**src/rtl/seq_gen.sv**
```systemverilog
// Serial pattern transmitter: latches a pattern, length and repeat count on start, then
// shifts the pattern out MSB-first, one bit per clock, for the requested number of passes.
module seq_gen #(
  parameter int unsigned WIDTH = 8,
  parameter int unsigned LEN_W = 4,
  parameter int unsigned REP_W = 4
) (
  input  logic             clk,
  input  logic             rst_n,
  input  logic             start,
  input  logic             abort,
  input  logic [WIDTH-1:0] pattern,
  input  logic [LEN_W-1:0] len,
  input  logic [REP_W-1:0] reps,
  output logic             dout,
  output logic             dvalid,
  output logic             busy,
  output logic             done
);

  typedef enum logic [1:0] {
    StIdle,
    StSend,
    StDone
  } state_e;

  state_e           state_q, state_d;
  logic [WIDTH-1:0] pat_q, pat_d;
  logic [LEN_W-1:0] len_q, len_d;
  logic [LEN_W-1:0] idx_q, idx_d;
  logic [REP_W-1:0] rep_q, rep_d;

  logic dout_q, dout_d;
  logic dvalid_q, dvalid_d;
  logic busy_q, busy_d;
  logic done_q, done_d;

  logic [LEN_W-1:0] len_clamped;
  logic [WIDTH-1:0] pat_shifted;

  // Lengths above WIDTH would index past the pattern register.
  assign len_clamped = (32'(len) > WIDTH) ? LEN_W'(WIDTH) : len;

  // State and datapath registers.
  always_ff @(posedge clk or negedge rst_n) begin
    if (!rst_n) begin
      state_q  <= StIdle;
      pat_q    <= '0;
      len_q    <= '0;
      idx_q    <= '0;
      rep_q    <= '0;
      dout_q   <= 1'b0;
      dvalid_q <= 1'b0;
      busy_q   <= 1'b0;
      done_q   <= 1'b0;
    end else begin
      state_q  <= state_d;
      pat_q    <= pat_d;
      len_q    <= len_d;
      idx_q    <= idx_d;
      rep_q    <= rep_d;
      dout_q   <= dout_d;
      dvalid_q <= dvalid_d;
      busy_q   <= busy_d;
      done_q   <= done_d;
    end
  end

  // Next-state and datapath update.
  always_comb begin
    state_d = state_q;
    pat_d   = pat_q;
    len_d   = len_q;
    idx_d   = idx_q;
    rep_d   = rep_q;
    unique case (state_q)
      StIdle: begin
        if (start && !abort) begin
          pat_d = pattern;
          len_d = len_clamped;
          rep_d = reps;
          if (len_clamped == '0 || reps == '0) begin
            idx_d   = '0;
            state_d = StDone;
          end else begin
            idx_d   = len_clamped - LEN_W'(1);
            state_d = StSend;
          end
        end
      end
      StSend: begin
        if (abort) begin
          state_d = StIdle;
        end else if (idx_q == '0) begin
          if (rep_q > REP_W'(1)) begin
            // Wrap straight into the next pass with no idle gap.
            idx_d = len_q - LEN_W'(1);
            rep_d = rep_q - REP_W'(1);
          end else begin
            state_d = StDone;
          end
        end else begin
          idx_d = idx_q - LEN_W'(1);
        end
      end
      StDone: begin
        state_d = StIdle;
      end
      default: begin
        state_d = StIdle;
      end
    endcase
  end

  // Outputs are decoded from next state so they leave the block straight from flops.
  always_comb begin
    pat_shifted = pat_d >> idx_d;
    dvalid_d    = (state_d == StSend);
    dout_d      = dvalid_d & pat_shifted[0];
    busy_d      = (state_d != StIdle);
    done_d      = (state_d == StDone);
  end

  assign dout   = dout_q;
  assign dvalid = dvalid_q;
  assign busy   = busy_q;
  assign done   = done_q;

endmodule

```
**config.mk**
```make
export PLATFORM = sky130hd
export DESIGN_NAME = seq_gen
export DESIGN_NICKNAME = d
export VERILOG_FILES = /design/src/rtl/seq_gen.sv
export SDC_FILE = /design/constraint.sdc
export NUM_CORES = 1
export LEC_CHECK = 0
export CORE_AREA = 2 2 73 75
export CTS_CLUSTER_DIAMETER = 80
export DETAILED_ROUTE_END_ITERATION = 16
export DIE_AREA = 0 0 75 77
export DONT_BUFFER_PORTS = 1
export SETUP_SLACK_MARGIN = 0.5
export SYNTH_ARGS = -nofsm -noshare
export SYNTH_HDL_FRONTEND = slang
export SYNTH_SLANG_ARGS = --single-unit
```
**constraint.sdc**
```tcl
create_clock -name clk -period 3.3 [get_ports clk]
set_input_delay 0.33 -clock clk [delete_from_list [all_inputs] [get_ports clk]]
set_output_delay 0.33 -clock clk [all_outputs]
set_load 0.01 [all_outputs]
```
Yosys cells after proc, flatten, opt, wreduce, memory -nomap -nowiden:

Cells that the tools add are included.
Widths: inputs -> output; s select.

* reductions and logical operators: 11
* mux-type cells: 20
* shift operators: 1
* eq/ne operators: 7
* magnitude comparators: 2
* bitwise operators: 1
* add/sub/neg operators: 4

Operators with widths (number)
* $mux 4: 10
* $mux 8: 2
* $pmux 4 s2: 2
* $sub 4x1->4 const B: 4
* $logic_not 4->1: 3
* $mux 2: 5
* $ne 2x2->1 const B: 4
* $shr 8x4->1: 1
* $reduce_and 5->1: 1
* $eq 2x1->1 const B: 2
* $gt 4x1->1 const B: 1
* $gt 4x4->1 const B: 1
* $pmux 2 s2: 1
* $reduce_bool 2->1: 2
* $eq 2x2->1 const B: 1
* $logic_not 2->1: 1
* $reduce_and 2->1: 1
* $and 1x1->1: 1
* $logic_and 1x1->1: 1
* $logic_not 1->1: 1
* $logic_or 1x1->1: 1

* logic and storage cells: 55
* flip-flop bits (word level): 26
* input bits: 20

Logic depth before layout (Yosys ltp):

* depth in word-level cells: 9
* gate-level depth with buffers: 9

Worst setup path before layout:

OpenSTA, ideal clock, no wires.

* path kind: register to register
* start: reg rep_q[0]
* end: reg dout_q (netlist: dout)
* library setup time: 0.119 ns
* path slack: 0.937 ns
* data required time: 3.181 ns
* arrival time: 2.244 ns
* stages on the path, launching flop included: 10
* period minus slack after synthesis: 2.363 ns
* buffers on the path: 0
* cell sequence: dfrtp_1 > inv_1 > ha_1 > or2_2 > nand3_1 > nand2_1 > a311o_4 > mux2_4 > a32oi_1 > a21bo_1

* longest elaborated chain between the ends: 7
* elaborated cells on any way between the ends: 12

RTL lines
* from (decl): line 31 `logic [REP_W-1:0] rep_q, rep_d;`
* from (signal assigned): line 61 `rep_q <= rep_d;`
* $gt 4x1->1: line 95 `if (rep_q > REP_W'(1)) begin`
* $mux 4: line 95
* $mux 4: line 94 `end else if (idx_q == '0) begin`
* $mux 4: line 92 `if (abort) begin`
* $pmux 4 s2: line 76 `unique case (state_q)`
* via idx_d[1]: line 30 `logic [LEN_W-1:0] idx_q, idx_d;`
* $shr 8x4->1: line 117 `pat_shifted = pat_d >> idx_d;`
* $and 1x1->1: line 119 `dout_d = dvalid_d & pat_shifted[0];`
* via dout_d: line 33 `logic dout_q, dout_d;`
* to (signal assigned): line 62 `dout_q <= dout_d;`
* to (decl): line 33

The timed path passes the listed nets, and every way through them passes these cells.
A chain may end at the register's enable or synchronous reset.

Worst setup path in the final report:

* start: reg state_q[0]
* end: reg dout_q (netlist: dout)

* elaborated cells on any way between the ends: 12

RTL lines
* from (decl): line 27 `state_e state_q, state_d;`
* from (signal assigned): line 47 `state_q <= StIdle;`
* from (signal assigned): line 57 `state_q <= state_d;`
* $eq 2x1->1 / $logic_not 2->1 (equally long branches): line 76
* $pmux 4 s2 *: line 76
* via idx_d[1]: line 30
* $shr 8x4->1 *: line 117
* $and 1x1->1 *: line 119
* via dout_d: line 33

The timed path passes the listed nets; every way through them passes the cells marked *.

==> impl_results.md <==
- Status: completed
- Worst Path Max Fanout: 21
- Pre-Repair DR Iteration Count: 4
- Layout Cells excl Fill: 233
- Post-Synth Simple-Gate Area: 26.14%
- Adder-cell share of the synthesized area: 5.159%
- Final hold vios: 0
- HP Class: primary input to flip-flop
- Max_cap viols: 0
- DRC violations left: 0
- Peak supply drop: about 0.34 mV
- RSZ-0062 raised after global routing: no
- Final setup violating endpoints: 0
- IO Pins: 24
- Number of buffers added on ports: 0
- Worst r2r src: state_q[0]
- Worst Path Arrival: 2.77 ns
- Compound-cell area share of the yosys netlist: 16.60%
- Worst setup path startpoint: state_q[0]
- Nets: 190
- Routed via count: 1102
- Initial DRC count: 45
- Most used DFF post-synth: dfrtp_1
- Total GRT Usage: 11.64%
- Dpl cells: 227
- Layout Area Growth over Synthesis: 12.73%
- Worst setup path endpoint: dout
- Largest net degree at the start of global routing: 27
- Final worst path period need: 2.590 ns
- Fin Clk Skew: between 0.008 and 0.009 ns
- Layout cells sized above 1: 11.66%
- Worst-margin pin slew: 0.4433 ns
- Yosys cell types: between 40 and 50
- Syn nets: 185
- Reg clk slew, reported paths: 0.10 ns
- Worst setup SP type: flip-flop
- Routed WL: 3057 um
- Chip Width: 75 um
- Setup Buffers After CTS: 0
- Leak: roughly 0.00075 uW
- Post-Synthesis Cells: 159
- FF-to-FF path depth: 7
- Hold Buf Count CTS: 2
- Pwr/cell area: 745.1 mW/mm^2
- H-tree level count: 1
- Setup crit end kind: flip-flop
- Register-to-Register Setup Slack: 0.71 ns
- RD Place Congestion: 0.7797
- ANT cells: 0
- CORE AREA: 0.004977 mm^2
- CTS tree: done
- Fill cells: 510
- CTS Buffer Depth: 2
- Ranking of synthesized cells by area: dfrtp_1 45%, nand2_1 9.3%, ha_1 5.2%, o21ai_0 3.8%, a21oi_1 3.1%
- Post-Synth XOR/XNOR Area: under 10%
- Clk sinks: 26
- Final ANT Viol Nets: 0
- Row count: 26
- Mapped cell area: 0.001455 mm^2
- Die Ht: 77 um
- Die Area: 0.005775 mm^2
- Setup TNS: 0 ns
- Final Core Density: 32.96%
- Worst path required time: between 3 and 4 ns
- Mux cell area share after synthesis: 2.494%
- Vias per cell: 4.730
- Fmax: 386.0 MHz
- Avg Cell Area, Syn: 9.152 um^2
- Count leader, synth: nand2_1
- Headroom to the max-slew limit: 69.98%
- Critical path class: flip-flop to flip-flop
- Global-route wire length before repair: 5209 um
- Sequential area share after synthesis: 44.71%
- Number of global-route vias before repair: 1099
- Root buffer cell: clkbuf_8
- Commonest cells post-synth: 36 x nand2_1, 26 x dfrtp_1, 11 x o21ai_0
- Flops & latches, synth: 26
- Largest family of logic cells by synthesized area: simple AND/OR/NAND/NOR gates
- Initial antenna violation count: 0
- Reg2reg end: dout
- Starting density of the core: between 20 and 30%
- Worst-Skew Late Latency: between 0.2 and 0.3 ns
- Ys async rst share: 100.0%
- YS warnings: 0
- Dpl hpwl: 2381 um
- Synth area leader: dfrtp_1
- Routed len/inst: 13.12 um
- Synth top area share: 44.71%
- Max-slew violation count: 0
- EDFF count, synth: 0
- Fin crit share: 78.50%
- Global route overflow: 0
- Post_cts resized: 0
- Cts bufs inserted: 3
-- worst min path at each step --
| stage | from | to | slack [ns] | cells past startpoint |
|---|---|---|---|---|
| final | len[3] | len_q[3] | 0.15 | 2 |
| after global routing | len[3] | len_q[3] | 0.14 | 2 |
| after CTS | len[3] | len_q[3] | 0.15 | 2 |
| after detailed placement | rst_n | rep_q[0] | 0.04 | 0 |
| after global placement | rst_n | rep_q[0] | 0.04 | 0 |
| after floorplan | rst_n | busy | 0.03 | 0 |
-- stage by stage --
step	instance area, um^2	hold slack [ns]	total power (uW)	worst slack [ns]
2_1_floorplan	1455	0.03441	853.7	0.9370
3_3_place_gp	1539	0.03525	946.7	0.7468
3_5_place_dp	1539	0.03521	955.8	0.7054
4_1_cts	1640	0.1511	1233	0.6887
5_1_grt	1640	0.1437	1326	0.5851
6_report	1640	0.1515	1222	0.7096
-- cell usage in the layout (no fill, tap or decap), types with 3 or more instances in the layout --
master,n
nand2_1,36
dfrtp_1,26
o21ai_0,11
inv_1,9
nor2_1,9
a21oi_1,9
ha_1,6
nand2b_1,4
nor3_1,4
nand3_1,3
o22ai_1,3
clkbuf_8,3
-- per-layer routing --
layer / vias up / part of all wire, % / track usage [%]
met2: 14 / 48 / 17.72
met4: 0 / 1.6 / 3.214
li1: 560 / - / -
met5: - / 0 / 0
met1: 524 / 45 / 15.34
met3: 4 / 5.7 / 4.336
-- cell families (layout without fill, tap and decap cells) --
family	Yosys count	in the layout
flip-flops	26	26
adder cells (fa/ha/maj)	6	6
XOR/XNOR	3	3
AND/OR/NAND/NOR	73	73
buffers and inverters	12	16
multiplexers	3	3
AO/OA/AOI/OAI	36	36
-- sequential cells by signal, summed over array words and instances, names as in the netlist, 2 cells and up --
| name | flops |
|---|---|
| len_q | 4 |
| state_q | 2 |
| idx_q | 4 |
| rep_q | 4 |
| pat_q | 8 |
-- cell type report --
type | count | area, um^2 | area share (%)
clock buffers | 3 | 41.29 | 2.517
clock inverters | 1 | 30.03 | 1.831
inverters | 9 | 33.78 | 2.060
multi-input cells | 121 | 759.5 | 46.30
flip-flops and latches | 26 | 650.6 | 39.66
well taps | 70 | 87.58 | 5.339
repair buffers | 3 | 37.54 | 2.288
-- report_power, final --
part / total, uW / switching [uW] / internal (uW) / leakage [uW]
clock: 268 / 105 / 163 / 0.0000357
sequential: 486 / 73.3 / 413 / 0.000331
combinational: 468 / 260 / 209 / 0.000382
-- worst max-delay path, cell delays in order (launching register included) --
cell and delay [ns]:
dfrtp_1 0.44, or4b_4 0.70, a211oi_2 0.33, and2b_1 0.19, a311o_4 0.15, mux2_4 0.30
a32oi_1 0.18, a21bo_1 0.21
(Power assumes the default switching activity.)
